File: src/rtl/bus_arbiter_rr16_pkg.sv
// rtl/bus_arbiter_rr16_pkg.sv - shared types and sizes for the 16-source round-robin arbiter
package bus_arbiter_rr16_pkg;

    localparam int NUM_SRC = 16;
    localparam int SEL_W   = 4;
    localparam int BEAT_W  = 4;

    typedef enum logic {
        ARB_IDLE  = 1'b0,
        ARB_GRANT = 1'b1
    } arb_state_e;

    // One-hot grant vector for a requester index.
    function automatic logic [NUM_SRC-1:0] onehot16(input logic [SEL_W-1:0] idx);
        return NUM_SRC'(1) << idx;
    endfunction

endpackage

File: src/rtl/bus_arbiter_rr16_if.sv
// rtl/bus_arbiter_rr16_if.sv - requester/consumer handshake bundle of the arbiter
interface bus_arbiter_rr16_if;
    import bus_arbiter_rr16_pkg::*;

    logic [NUM_SRC-1:0] req;
    logic               out_ready;
    logic [SEL_W-1:0]   sel;
    logic [NUM_SRC-1:0] grant;
    logic               out_valid;
    logic [NUM_SRC-1:0] ack;
    logic               busy;

    // Arbiter side: owns select, grant and the handshake toward the consumer.
    modport master (
        input  req,
        input  out_ready,
        output sel,
        output grant,
        output out_valid,
        output ack,
        output busy
    );

    // Environment side: requesters and the consumer.
    modport slave (
        output req,
        output out_ready,
        input  sel,
        input  grant,
        input  out_valid,
        input  ack,
        input  busy
    );

endinterface

File: src/rtl/bus_arbiter_rr16_rr_pick16.sv
// rtl/bus_arbiter_rr16_rr_pick16.sv - combinational rotating-priority pick of the next owner
module rr_pick16
    import bus_arbiter_rr16_pkg::*;
(
    input  logic [NUM_SRC-1:0] i_req,
    input  logic [SEL_W-1:0]   i_ptr,
    output logic               o_any,
    output logic [SEL_W-1:0]   o_idx
);

    logic [NUM_SRC-1:0] w_rot;
    logic [SEL_W-1:0]   w_off;

    // Rotate requests so that bit 0 is the requester at ptr; the 4-bit index sum wraps mod 16.
    always_comb begin
        w_rot = '0;
        for (int k = 0; k < NUM_SRC; k++) begin
            w_rot[k] = i_req[SEL_W'(k) + i_ptr];
        end
    end

    // Priority encoder: lowest set bit of the rotated vector is the closest requester after ptr.
    always_comb begin
        w_off = '0;
        for (int k = NUM_SRC - 1; k >= 0; k--) begin
            if (w_rot[k]) begin
                w_off = SEL_W'(k);
            end
        end
    end

    assign o_any = |i_req;
    assign o_idx = w_off + i_ptr;

endmodule

File: src/rtl/bus_arbiter_rr16.sv
// rtl/bus_arbiter_rr16.sv - round-robin 16-source bus arbiter with per-grant burst cap
module bus_arbiter_rr16
    import bus_arbiter_rr16_pkg::*;
#(
    parameter int MAX_BURST = 4
) (
    input  logic               clk,
    input  logic               rst_n,
    bus_arbiter_rr16_if.master bus
);

    localparam logic [BEAT_W-1:0] LAST_BEAT = BEAT_W'(MAX_BURST - 1);

    arb_state_e         r_state;
    arb_state_e         w_state_nxt;
    logic [SEL_W-1:0]   r_sel;
    logic [SEL_W-1:0]   w_sel_nxt;
    logic [SEL_W-1:0]   r_ptr;
    logic [SEL_W-1:0]   w_ptr_nxt;
    logic [NUM_SRC-1:0] r_grant;
    logic [NUM_SRC-1:0] w_grant_nxt;
    logic [BEAT_W-1:0]  r_beat_cnt;
    logic [BEAT_W-1:0]  w_beat_cnt_nxt;

    logic               w_any;
    logic [SEL_W-1:0]   w_idx;
    logic               w_in_grant;
    logic               w_valid;
    logic               w_beat;
    logic               w_release;

    rr_pick16 u_pick (
        .i_req (bus.req),
        .i_ptr (r_ptr),
        .o_any (w_any),
        .o_idx (w_idx)
    );

    // The owner's own request is the valid; dropping it ends the grant even without a beat.
    assign w_in_grant = (r_state == ARB_GRANT);
    assign w_valid    = w_in_grant & bus.req[r_sel];
    assign w_beat     = w_valid & bus.out_ready;
    assign w_release  = w_in_grant &
                        ((w_beat & (r_beat_cnt == LAST_BEAT)) | ~bus.req[r_sel]);

    assign bus.sel       = r_sel;
    assign bus.grant     = r_grant;
    assign bus.out_valid = w_valid;
    assign bus.ack       = r_grant & {NUM_SRC{w_beat}};
    assign bus.busy      = w_in_grant;

    // Next state: pick a winner from IDLE, count beats and release from GRANT.
    always_comb begin
        w_state_nxt    = r_state;
        w_sel_nxt      = r_sel;
        w_ptr_nxt      = r_ptr;
        w_grant_nxt    = r_grant;
        w_beat_cnt_nxt = r_beat_cnt;
        case (r_state)
            ARB_IDLE: begin
                if (w_any) begin
                    w_state_nxt    = ARB_GRANT;
                    w_sel_nxt      = w_idx;
                    w_grant_nxt    = onehot16(w_idx);
                    w_beat_cnt_nxt = '0;
                end
            end
            ARB_GRANT: begin
                if (w_release) begin
                    // sel is left on the last owner; only ptr moves past it.
                    w_state_nxt    = ARB_IDLE;
                    w_grant_nxt    = '0;
                    w_ptr_nxt      = r_sel + SEL_W'(1);
                    w_beat_cnt_nxt = '0;
                end else if (w_beat) begin
                    w_beat_cnt_nxt = r_beat_cnt + BEAT_W'(1);
                end
            end
            default: begin
                w_state_nxt = ARB_IDLE;
            end
        endcase
    end

    // State register; reset abandons any partial burst at once.
    always_ff @(posedge clk or negedge rst_n) begin
        if (!rst_n) begin
            r_state <= ARB_IDLE;
        end else begin
            r_state <= w_state_nxt;
        end
    end

    // Select, grant, rotation pointer and beat counter registers.
    always_ff @(posedge clk or negedge rst_n) begin
        if (!rst_n) begin
            r_sel      <= '0;
            r_ptr      <= '0;
            r_grant    <= '0;
            r_beat_cnt <= '0;
        end else begin
            r_sel      <= w_sel_nxt;
            r_ptr      <= w_ptr_nxt;
            r_grant    <= w_grant_nxt;
            r_beat_cnt <= w_beat_cnt_nxt;
        end
    end

endmodule

File: src/flat_wrapper.sv
// flat-port wrapper written by rule: the top's interface ports become plain ports
module bus_arbiter_rr16_flat import bus_arbiter_rr16_pkg::*;
#(
    parameter int MAX_BURST = 4
)
  (clk, rst_n, bus_req, bus_out_ready, bus_sel, bus_grant, bus_out_valid, bus_ack, bus_busy);
  bus_arbiter_rr16_if bus_i ();
  input  logic clk;
  input  logic rst_n;
  input wire logic [$bits(bus_i.req)-1:0] bus_req;
  input wire logic [$bits(bus_i.out_ready)-1:0] bus_out_ready;
  output wire logic [$bits(bus_i.sel)-1:0] bus_sel;
  output wire logic [$bits(bus_i.grant)-1:0] bus_grant;
  output wire logic [$bits(bus_i.out_valid)-1:0] bus_out_valid;
  output wire logic [$bits(bus_i.ack)-1:0] bus_ack;
  output wire logic [$bits(bus_i.busy)-1:0] bus_busy;
  assign bus_i.req = bus_req;
  assign bus_i.out_ready = bus_out_ready;
  assign bus_sel = bus_i.sel;
  assign bus_grant = bus_i.grant;
  assign bus_out_valid = bus_i.out_valid;
  assign bus_ack = bus_i.ack;
  assign bus_busy = bus_i.busy;
  bus_arbiter_rr16 #(.MAX_BURST(MAX_BURST)) u_core (.clk(clk), .rst_n(rst_n), .bus(bus_i));
endmodule
File: config.mk
export PLATFORM = sky130hd
export DESIGN_NAME = bus_arbiter_rr16_flat
export DESIGN_NICKNAME = d
export VERILOG_FILES = /design/src/rtl/bus_arbiter_rr16_pkg.sv /design/src/rtl/bus_arbiter_rr16_if.sv /design/src/rtl/bus_arbiter_rr16_rr_pick16.sv /design/src/rtl/bus_arbiter_rr16.sv /design/src/flat_wrapper.sv
export SDC_FILE = /design/constraint.sdc
export NUM_CORES = 1
export LEC_CHECK = 0
export ABC_AREA = 1
export ABC_CLOCK_PERIOD_IN_PS = 6800
export BUFFER_PORTS_ARGS = -buffer_cell sky130_fd_sc_hd__buf_2
export CAP_MARGIN = 20
export CORE_MARGIN = 2
export CORE_UTILIZATION = 39
export DETAILED_ROUTE_END_ITERATION = 10
export GPL_ROUTABILITY_DRIVEN = 0
export PLACE_DENSITY = 0.62
export SLEW_MARGIN = 5
export SYNTH_ARGS = -nofsm -noshare
export SYNTH_HDL_FRONTEND = slang
export SYNTH_SLANG_ARGS = --single-unit
export TNS_END_PERCENT = 10
File: constraint.sdc
create_clock -name clk -period 6.8 [get_ports clk]
set_input_delay 0.34 -clock clk [delete_from_list [all_inputs] [get_ports clk]]
set_output_delay 0.34 -clock clk [all_outputs]
set_load 0.02 [all_outputs]
# Yosys cells after proc, flatten, opt, wreduce, memory -nomap -nowiden
# Index checks and enable logic that the tools add are counted.
# Widths: inputs -> output; s select.
# word_totals
latch_bits	0
ram_bits	0
input_bits	19
output_inout_bits	38
regBits	29
wordCells	118
mem_bits_ro	0
mem_count	0
# op_classes
n_eq_ne	4
div	0
mul	0
n_bitwise	8
n_shift	1
n_lt_le_gt_ge	17
addsub	18
n_mux	60
reduce_logical	5
# op_table
operator	n
$lt 4x5->1 const B	17
$mux 4	19
$bmux 1 s4	17
$add 4x4->4 const A	8
$mux 16	2
$pmux 16 s2	1
$mux 1	19
$add 3x4->4 const A	4
$and 16x16->16	1
$reduce_or 16->1	1
$shl 1x4->16 const A	1
$add 2x4->4 const A	2
$add 4x1->4 const B	2
$pmux 4 s2	1
$reduce_and 2->1	4
$add 1x4->4 const A	1
$add 4x4->4	1
$and 1x1->1	4
$eq 4x2->1 const B	1
$ne 2x2->1 const B	2
$ne 3x3->1 const B	1
$not 1->1	2
$pmux 1 s2	1
$or 1x1->1	1

# Logic depth before layout (Yosys ltp)
# Gate-level depths: netlist (run 1).
# depth
ltp_word	23
mapped_depth	32
mapped_depth_nobuf	30

# Hierarchy
# A second synthesis (run 1) with hierarchy kept.
# unflattened
hier_cells	486
area_unflattened_um2	3203.1
# modules_own_cells
module	area_per_inst_um2	seq_area_each_um2	instances	cells_each
bus_arbiter_rr16	1934.4	725.7	1	241
rr_pick16	1268.7	0.0	1	245

# Least setup slack after synthesis (run 1)
# No wires, ideal clock.
# synth_path
path_type	register to register
startpoint	reg u_core.r_ptr[1]
endpoint	reg u_core.r_grant[0] (netlist: u_core.bus.grant[0])
setup_slack_ps	3279
stages_incl_launch_ff	23
setup_ps	83
n_path_buf	3
arrival_ps	3439
synth_period_minus_slack_ps	3521
t_required_ps	6717
path_cell_list	dfrtp_1 -> buf_2 -> inv_2 -> ha_1 -> buf_2 -> inv_1 -> nand3_1 -> nand3_1 -> nand2_1 -> o21ai_0 -> nand2_1 -> o21ai_0 -> nand2_1 -> a21boi_0 -> ha_1 -> nand3_1 -> nand2_1 -> xor2_1 -> or2_1 -> buf_6 -> nand2_4 -> nand2_1 -> o21ai_0
# synth_between
elab_chain_cells	23
word_cells_on_any_way	67
cone_classes	add/sub: 16; shift: 1; mux: 50
# synth_lines
item	line	source
from (decl)	bus_arbiter_rr16.sv:18	logic [SEL_W-1:0] r_ptr;
from (signal assigned)	bus_arbiter_rr16.sv:103	r_ptr <= w_ptr_nxt;
$add 4x4->4	bus_arbiter_rr16_rr_pick16.sv:18	w_rot[k] = i_req[SEL_W'(k) + i_ptr];
$bmux 1 s4	bus_arbiter_rr16_rr_pick16.sv:18	
$mux 1 (not written as such)	bus_arbiter_rr16_rr_pick16.sv:18	
$mux 4 (16 in series)	bus_arbiter_rr16_rr_pick16.sv:26	if (w_rot[k]) begin
$add 4x4->4 *	bus_arbiter_rr16_rr_pick16.sv:33	assign o_idx = w_off + i_ptr;
$shl 1x4->16 *	bus_arbiter_rr16_pkg.sv:15	return NUM_SRC'(1) << idx;
$mux 16 *	bus_arbiter_rr16.sv:61	if (w_any) begin
$pmux 16 s2 *	bus_arbiter_rr16.sv:59	case (r_state)
to (signal assigned)	bus_arbiter_rr16.sv:104	r_grant <= w_grant_nxt;
to (decl)	bus_arbiter_rr16.sv:20	logic [NUM_SRC-1:0] r_grant;
# Mark *: on every way between the ends. The rest lies on a longest branch, timed or not. The select of a mux whose other input is x is not followed.
# A chain may end at the register's enable or synchronous reset.

# Worst setup path in the final report (run 1)
# layout_path
startpoint	reg u_core.r_ptr[0]
endpoint	reg u_core.r_grant[4] (netlist: u_core.bus.grant[4])
# The elaborated chain is that of the path after synthesis.

==> results.md, run 1 <==
* Initial DRC count at 178
* Worst skew pair latency at 0.28 ns
* Setup Total Neg Slack at 0 ns
* # resized after CTS at 0
* WL per Instance at about 13 µm
* Vias per std cell at 5.14
* Crit path kind: flop to flop
* Largest family of logic cells by synthesized area: simple AND/OR/NAND/NOR gates
* Critical R2R Capture: u_core.bus.grant[4]
* H-tree depth at 2
* Port bufs at 56
* Multiplexer share of the synthesized area at 0%
* Flops & latches, synth at 29
* CP most frequent cell: nand2_1
* Yosys warning total at 0
* Pins Over Slew Limit at 0
* Min cycle time layout at between 4 and 5 ns
* Mean area per synthesized cell at 6.24 µm²
* DIE HEIGHT at 88.0 µm
* Synth area leaders: dfrtp_1 (26%), nand2_1 (16%), nand3_1 (14%), inv_1 (6.8%), nor2_1 (6.1%)
* Worst Hold Class: input port to asynchronous set/reset pin
* RR Startpoint: u_core.r_ptr[0]
* Initial Util at 40.5%
* R2r setup slk at 2.28 ns
* Crit. End Element: flop
* Period utilization at between 60% and 70%
* Vias in the first global route at 2838
* Synth top area share at 26.4%
* Worst setup path startpoint: u_core.r_ptr[0]
* # setup viols final at 0
* CTS Buf Count at 5
* Share of post-route cells with drive strength above 1 at 14.6%
* Clk slew on worst S/H paths at 0.06 ns
* Critical path peak fanout at 23
* Antenna violations before repair at 0
* Post-synthesis simple-gate area fraction at 39.3%
* XOR/XNOR share of the synthesized area at 4.09%
* Routed Antenna Nets at 0
* Max transition margin at 52.4%
* Unrepaired setup endpoints after global routing: false
* Total gr overflow at 0
* Layout Skew at 0.00401 ns
* DP HPWL at ~6100 µm
* First-pass GRT wire length at 13000 µm
* Commonest non-fill, non-tap cells in the layout: nand2_1 (114), nand3_1 (78), buf_2 (56)
* WP data arrival at 4.66 ns
* Ant diodes at 0
* Remaining DRCs at 0
* CTS Hold Bufs at 0
* TritonCTS clock tree: done
* Synth Area in Compound Gates at between 10% and 20%
* DRT Pass-1 Iters at 4
* Buffers from clock root to sink, at most at 2
* Final WL at between 7000 and 8000 µm
* Max-cap violations at 0
* Final net count at approximately 530
* Worst Path Required at 6.94 ns
* I/O pin total at 57
* Final hold viol count at 0
* Commonest non-fill, non-tap cell in the layout: nand2_1
* Root Driver: clkbuf_8
* # rows at 30
* Area Overhead vs Synth at 16.4%
* Slowest stage delay, CP at roughly 0.80 ns
* Die footprint at roughly 0.0077 mm²
* Setup Buffers After CTS at 0
* Cell Chain, Critical Path: inv_2 > ha_1 > inv_1 > nand3_1 > nand3_1 > a21oi_1 > a21oi_1 > nand2_1 > a31oi_1 > o21ai_0 > nand2_1 > a21boi_0 > ha_1 > nand3_1 > nand2_1 > xor2_1 > or2_1 > nand2_4 > nand2_1 > o21ai_0
* Startpoint Class: flop
* Syn Nets at 473
* Outcome: finished, final reports clean
* Mapped Area at 0.00275 mm²
* Vias at slightly above 3000
* Clock sinks at 29
* Critical path's slowest cell: dfrtp_1
* Worst Path Buf+Inv at 2
* Largest net degree at the start of global routing at 30
* Fill cell total of the finished layout at 732
* Total GRT Usage at a little over a fifth
* Yosys top cell by area: dfrtp_1
* Fmax at 221 MHz
* Worst setup path end: u_core.bus.grant[4]
* Chip width at 88.0 µm
* Synth Area in Adders at 6.19%
* Core Box Area at 0.00679 mm²
* Mapped Cells at about 440
* Top delay family on crit path: simple AND/OR/NAND/NOR gates
* Reg2Reg Depth at 20
* Cell variety after synth at 36
* Worst path depth at 20
* Register area share after synthesis at a little over a quarter
* Worst-margin pin slew at 0.714 ns
-- logic make-up (layout without fill, tap and decap cells) --
| kind of cell | Yosys count | count (layout) |
|---|---|---|
| DFF | 29 | 29 |
| and+or+nand+nor | 251 | 251 |
| xor gates and xnor gates | 12 | 12 |
| adders and majority gates | 13 | 13 |
| AOI/OAI and AO/OA | 72 | 72 |
| buffers and inverters | 64 | 117 |
-- per-layer routing --
metal  wire length [µm]  part of all wire (%)  vias up  track usage, %
met3                282                   3.7        6            3.02
met4                 59                  0.77        0            4.62
li1                   -                     -     1556               -
met5                  0                     0        -               0
met1               3770                    49     1391            28.7
met2               3570                    46       77            34.8
-- sequential cells by signal, summed over array words and instances (netlist names) --
| signal | count |
|---|---|
| u_core.bus.busy | 1 |
| u_core.bus.sel | 4 |
| u_core.r_ptr | 4 |
| u_core.bus.grant | 16 |
| u_core.r_beat_cnt | 4 |
-- worst min-delay path by stage --
stage,endpoint,cells past startpoint,slack (ns),from
finish,u_core.bus.grant[5],1,0.08,rst_n
global route,u_core.bus.grant[5],1,0.13,rst_n
CTS,u_core.bus.grant[5],1,0.10,rst_n
detailed placement,u_core.bus.grant[5],1,0.41,rst_n
global placement,u_core.bus.grant[5],1,0.41,rst_n
floorplan,u_core.bus.busy,0,0.04,rst_n
-- cells in the mapped netlist (all sizes together) --
master / instances
nand2: 115
nand3: 78
inv: 53
nor2: 46
o21ai: 45
dfrtp: 29
a21oi: 15
ha: 12
buf: 9
xor2: 9
nor4: 4
a31oi: 3
nand4: 3
xnor2: 3
clkbuf: 2
o211ai: 2
o21a: 2
or2: 2
a21boi: 1
a21o: 1
a22o: 1
fa: 1
nand3b: 1
nor3: 1
nor3b: 1
o2111ai: 1
o22ai: 1
-- cell type report --
type	instances	area (µm²)	share of cell area (%)
clock inverters	1	30.0	0.938
inverters	53	199	6.22
repair buffers	56	280	8.76
flip-flops and latches	29	726	22.7
well taps	96	120	3.75
clock buffers	7	86.3	2.70
multi-input cells	348	1760	55.0
-- worst register-to-register path: cells and delay by family (launching register included) --
kind | cells | cell delay (ns)
AOI/OAI and AO/OA | 6 | 0.88
buffers and inverters | 2 | 0.48
and+or+nand+nor | 9 | 1.22
DFF | 1 | 0.80
xor gates and xnor gates | 1 | 0.17
adders and majority gates | 2 | 0.84
-- per-stage QoR --
step / setup slack [ns] / cells / cell area (µm²) / hold slack (ns) / util, %
2_1_floorplan: 3.28 / 441 / 2750 / 0.0444 / -
3_5_place_dp: 2.32 / 582 / 3080 / 0.410 / 45.4
6_report: 2.28 / 590 / 3200 / 0.0802 / 47.1
4_1_cts: 2.28 / 590 / 3200 / 0.103 / 47.1
5_1_grt: 1.76 / 590 / 3200 / 0.133 / 47.1
3_3_place_gp: 2.40 / 582 / 3080 / 0.406 / 45.4
Power of run 1 is left out: the tool's default activity adds up to more than one toggle a clock period on the data nets, which glitch-free logic cannot reach.
==> run 2, diff against run 1 <==
Settings changed: ABC_CLOCK_PERIOD_IN_PS 6800 to 4100, PLACE_DENSITY 0.62 to 0.64.
Clock period 6.8 ns to 4.1 ns, I/O delays scaled along.
==> run 2 against run 1 <==
Compared with the run above:
- via count grew 0.56%
- non-clock buffer count grew 6
- sequential cell count is the same
- clock-buffer cell count shrank 2
- first-iteration DRC count grew 2.8%
- utilization grew 0.13 points
- die area is the same
- final cell count grew 0.68%
- clock skew grew 0.0024 ns
- highest routed layer unchanged
==> results.md, run 2 (synthesis results as in run 1) <==
* Hold worst-path end: u_core.bus.busy
* Critical R2R Capture: u_core.bus.grant[12]
* First-pass GRT wire length at 12800 µm
* Worst Path Buf+Inv at 1
* Vias at 3047
* DRT Pass-1 Iters at 5
* Hold path start: bus_out_ready
* Final hold viol count at 0
* Share of post-route cells with drive strength above 1 at 15.9%
* R2r setup slk at 0.38 ns
* I/O pin total at 57
* Commonest non-fill, non-tap cell in the layout: nand2_1
* Layout Skew at 0.00640 ns
* Crit path kind: flop to flop
* Worst-margin pin slew at 0.653 ns
* Commonest non-fill, non-tap cells in the layout: nand2_1 (114), nand3_1 (78), buf_2 (56)
* Setup Buffers After CTS at 0
* Vias in the first global route at 2749
* Setup Total Neg Slack at 0 ns
* CP most frequent cell: nand2_1
* DP HPWL at 6160 µm
* Period utilization at approximately 91%
* TritonCTS clock tree: done
* Largest net degree at the start of global routing at 30
* Die footprint at about 0.0077 mm²
* Root Driver: clkbuf_8
* Reg2Reg Depth at 24
* Remaining DRCs at 0
* Hold Crit Depth at 4
* Worst Path Required at 4.30 ns
* Initial Util at 40.5%
* Slowest stage delay, CP at about 0.55 ns
* Total gr overflow at 0
* Total GRT Usage at between 20% and 30%
* Core Box Area at between 0.006 and 0.007 mm²
* Clk slew on worst S/H paths at 0.06 ns
* H-tree depth at 2
* WP data arrival at 3.92 ns
* Max reg flops at 16
* DIE HEIGHT at 88.0 µm
* Cell Chain, Critical Path: inv_2 > ha_1 > a21oi_1 > xor2_1 > nand3_1 > o21ai_1 > nand2_1 > nand2_1 > nand2_1 > nand2_1 > nand2_1 > nand2_1 > nand2_1 > nand2_1 > nand2_1 > nand2_1 > a21oi_1 > ha_1 > fa_1 > xor2_1 > nand2_1 > nor2_1 > nand3_1 > o21ai_0
* Min cycle time layout at 3.72 ns
* Unrepaired setup endpoints after global routing: false
* Max-cap violations at 0
* Final WL at just under 8000 µm
* Worst Hold Class: input port to flop
* Top delay family on crit path: simple AND/OR/NAND/NOR gates
* Critical path's slowest cell: dfrtp_2
* Clock sinks at 29
* Max transition margin at 56.5%
* Routed Antenna Nets at 0
* Startpoint Class: flop
* Chip width at 88.0 µm
* Fmax at 269 MHz
* WL per Instance at 13.1 µm
* # setup viols final at 0
* Critical path peak fanout at 13
* Worst skew pair latency at 0.28 ns
* Final net count at approximately 530
* Area Overhead vs Synth at 16.7%
* Buffers from clock root to sink, at most at 2
* # rows at 30
* Antenna violations before repair at 0
* Ant diodes at 0
* Pins Over Slew Limit at 0
* CTS Buf Count at 5
* Crit. End Element: flop
* Outcome: finished, final reports clean
* Port bufs at 56
* Initial DRC count at approximately 180
* Vias per std cell at 5.13
* RR Startpoint: u_core.r_ptr[2]
[run 2: cell count changes in the layout (fill, tap and decap cells not counted), sizes merged]
| cell | change |
|---|---|
| bufinv | -1 |
| dlygate4sd3 | +1 |
| buf | +5 |
| clkbuf | -2 |
| clkinv | +1 |
[run 2: per-stage QoR]
step | worst slack, ns | instances | hold slack [ns] | utilization, % | instance area [µm²]
after floorplan | 0.579 | 441 | -0.0906 | - | 2750
after CTS | 0.100 | 594 | 0.297 | 47.2 | 3210
final | 0.377 | 594 | 0.296 | 47.2 | 3210
after global placement | 0.226 | 587 | 0.271 | 45.9 | 3120
after detailed placement | 0.140 | 587 | 0.276 | 45.9 | 3120
after global routing | 0.0166 | 594 | 0.337 | 47.2 | 3210
[run 2: worst max path at each step]
stage | start | cells after the start | endpoint
finish | u_core.r_ptr[2] | 24 | u_core.bus.grant[12]
global route | u_core.r_ptr[1] | 22 | u_core.bus.grant[2]
CTS | u_core.r_ptr[2] | 18 | u_core.bus.grant[0]
detailed placement | u_core.r_ptr[2] | 18 | u_core.bus.grant[0]
global placement | u_core.r_ptr[2] | 24 | u_core.bus.grant[12]
floorplan | u_core.r_ptr[1] | 22 | u_core.bus.grant[0]
[run 2: final cells by class]
type / count / area [µm²]
clock buffer: 5 / 68.8
timing repair buffer: 62 / 328
sequential: 29 / 727
inverter: 53 / 199
clock inverter: 1 / 5.00
fill: 720 / 3580
tap: 96 / 120
multi-input combinational: 348 / 1760
[run 2: what timing repair did]
action	4_1_cts	5_1_grt
endpoints found under the setup margin	0	17
hold endpoints to repair	29	0
hold buffers	1	0
gates resized for setup	0	4
[run 2: per-layer routing]
| layer | GRT usage (%) | wire [µm] | vias up | share of wire, % |
|---|---|---|---|---|
| li1 | - | - | 1567 | - |
| met1 | 29.3 | 3740 | 1393 | 48 |
| met2 | 33.7 | 3540 | 76 | 46 |
| met3 | 3.20 | 369 | 11 | 4.8 |
| met4 | 4.76 | 100 | 0 | 1.3 |
| met5 | 0 | 0 | - | 0 |
[run 2: worst register-to-register path, cell delays in order (launching register included)]
cell and delay [ns]:
dfrtp_2 0.55, inv_2 0.15, ha_1 0.21, a21oi_1 0.17
xor2_1 0.30, nand3_1 0.12, o21ai_1 0.16, nand2_1 0.08
nand2_1 0.06, nand2_1 0.04, nand2_1 0.05, nand2_1 0.04
nand2_1 0.06, nand2_1 0.05, nand2_1 0.05, nand2_1 0.04
nand2_1 0.05, a21oi_1 0.07, ha_1 0.21, fa_1 0.38
xor2_1 0.23, nand2_1 0.16, nor2_1 0.19, nand3_1 0.11
o21ai_0 0.09
Power of run 2 is left out for the same reason.
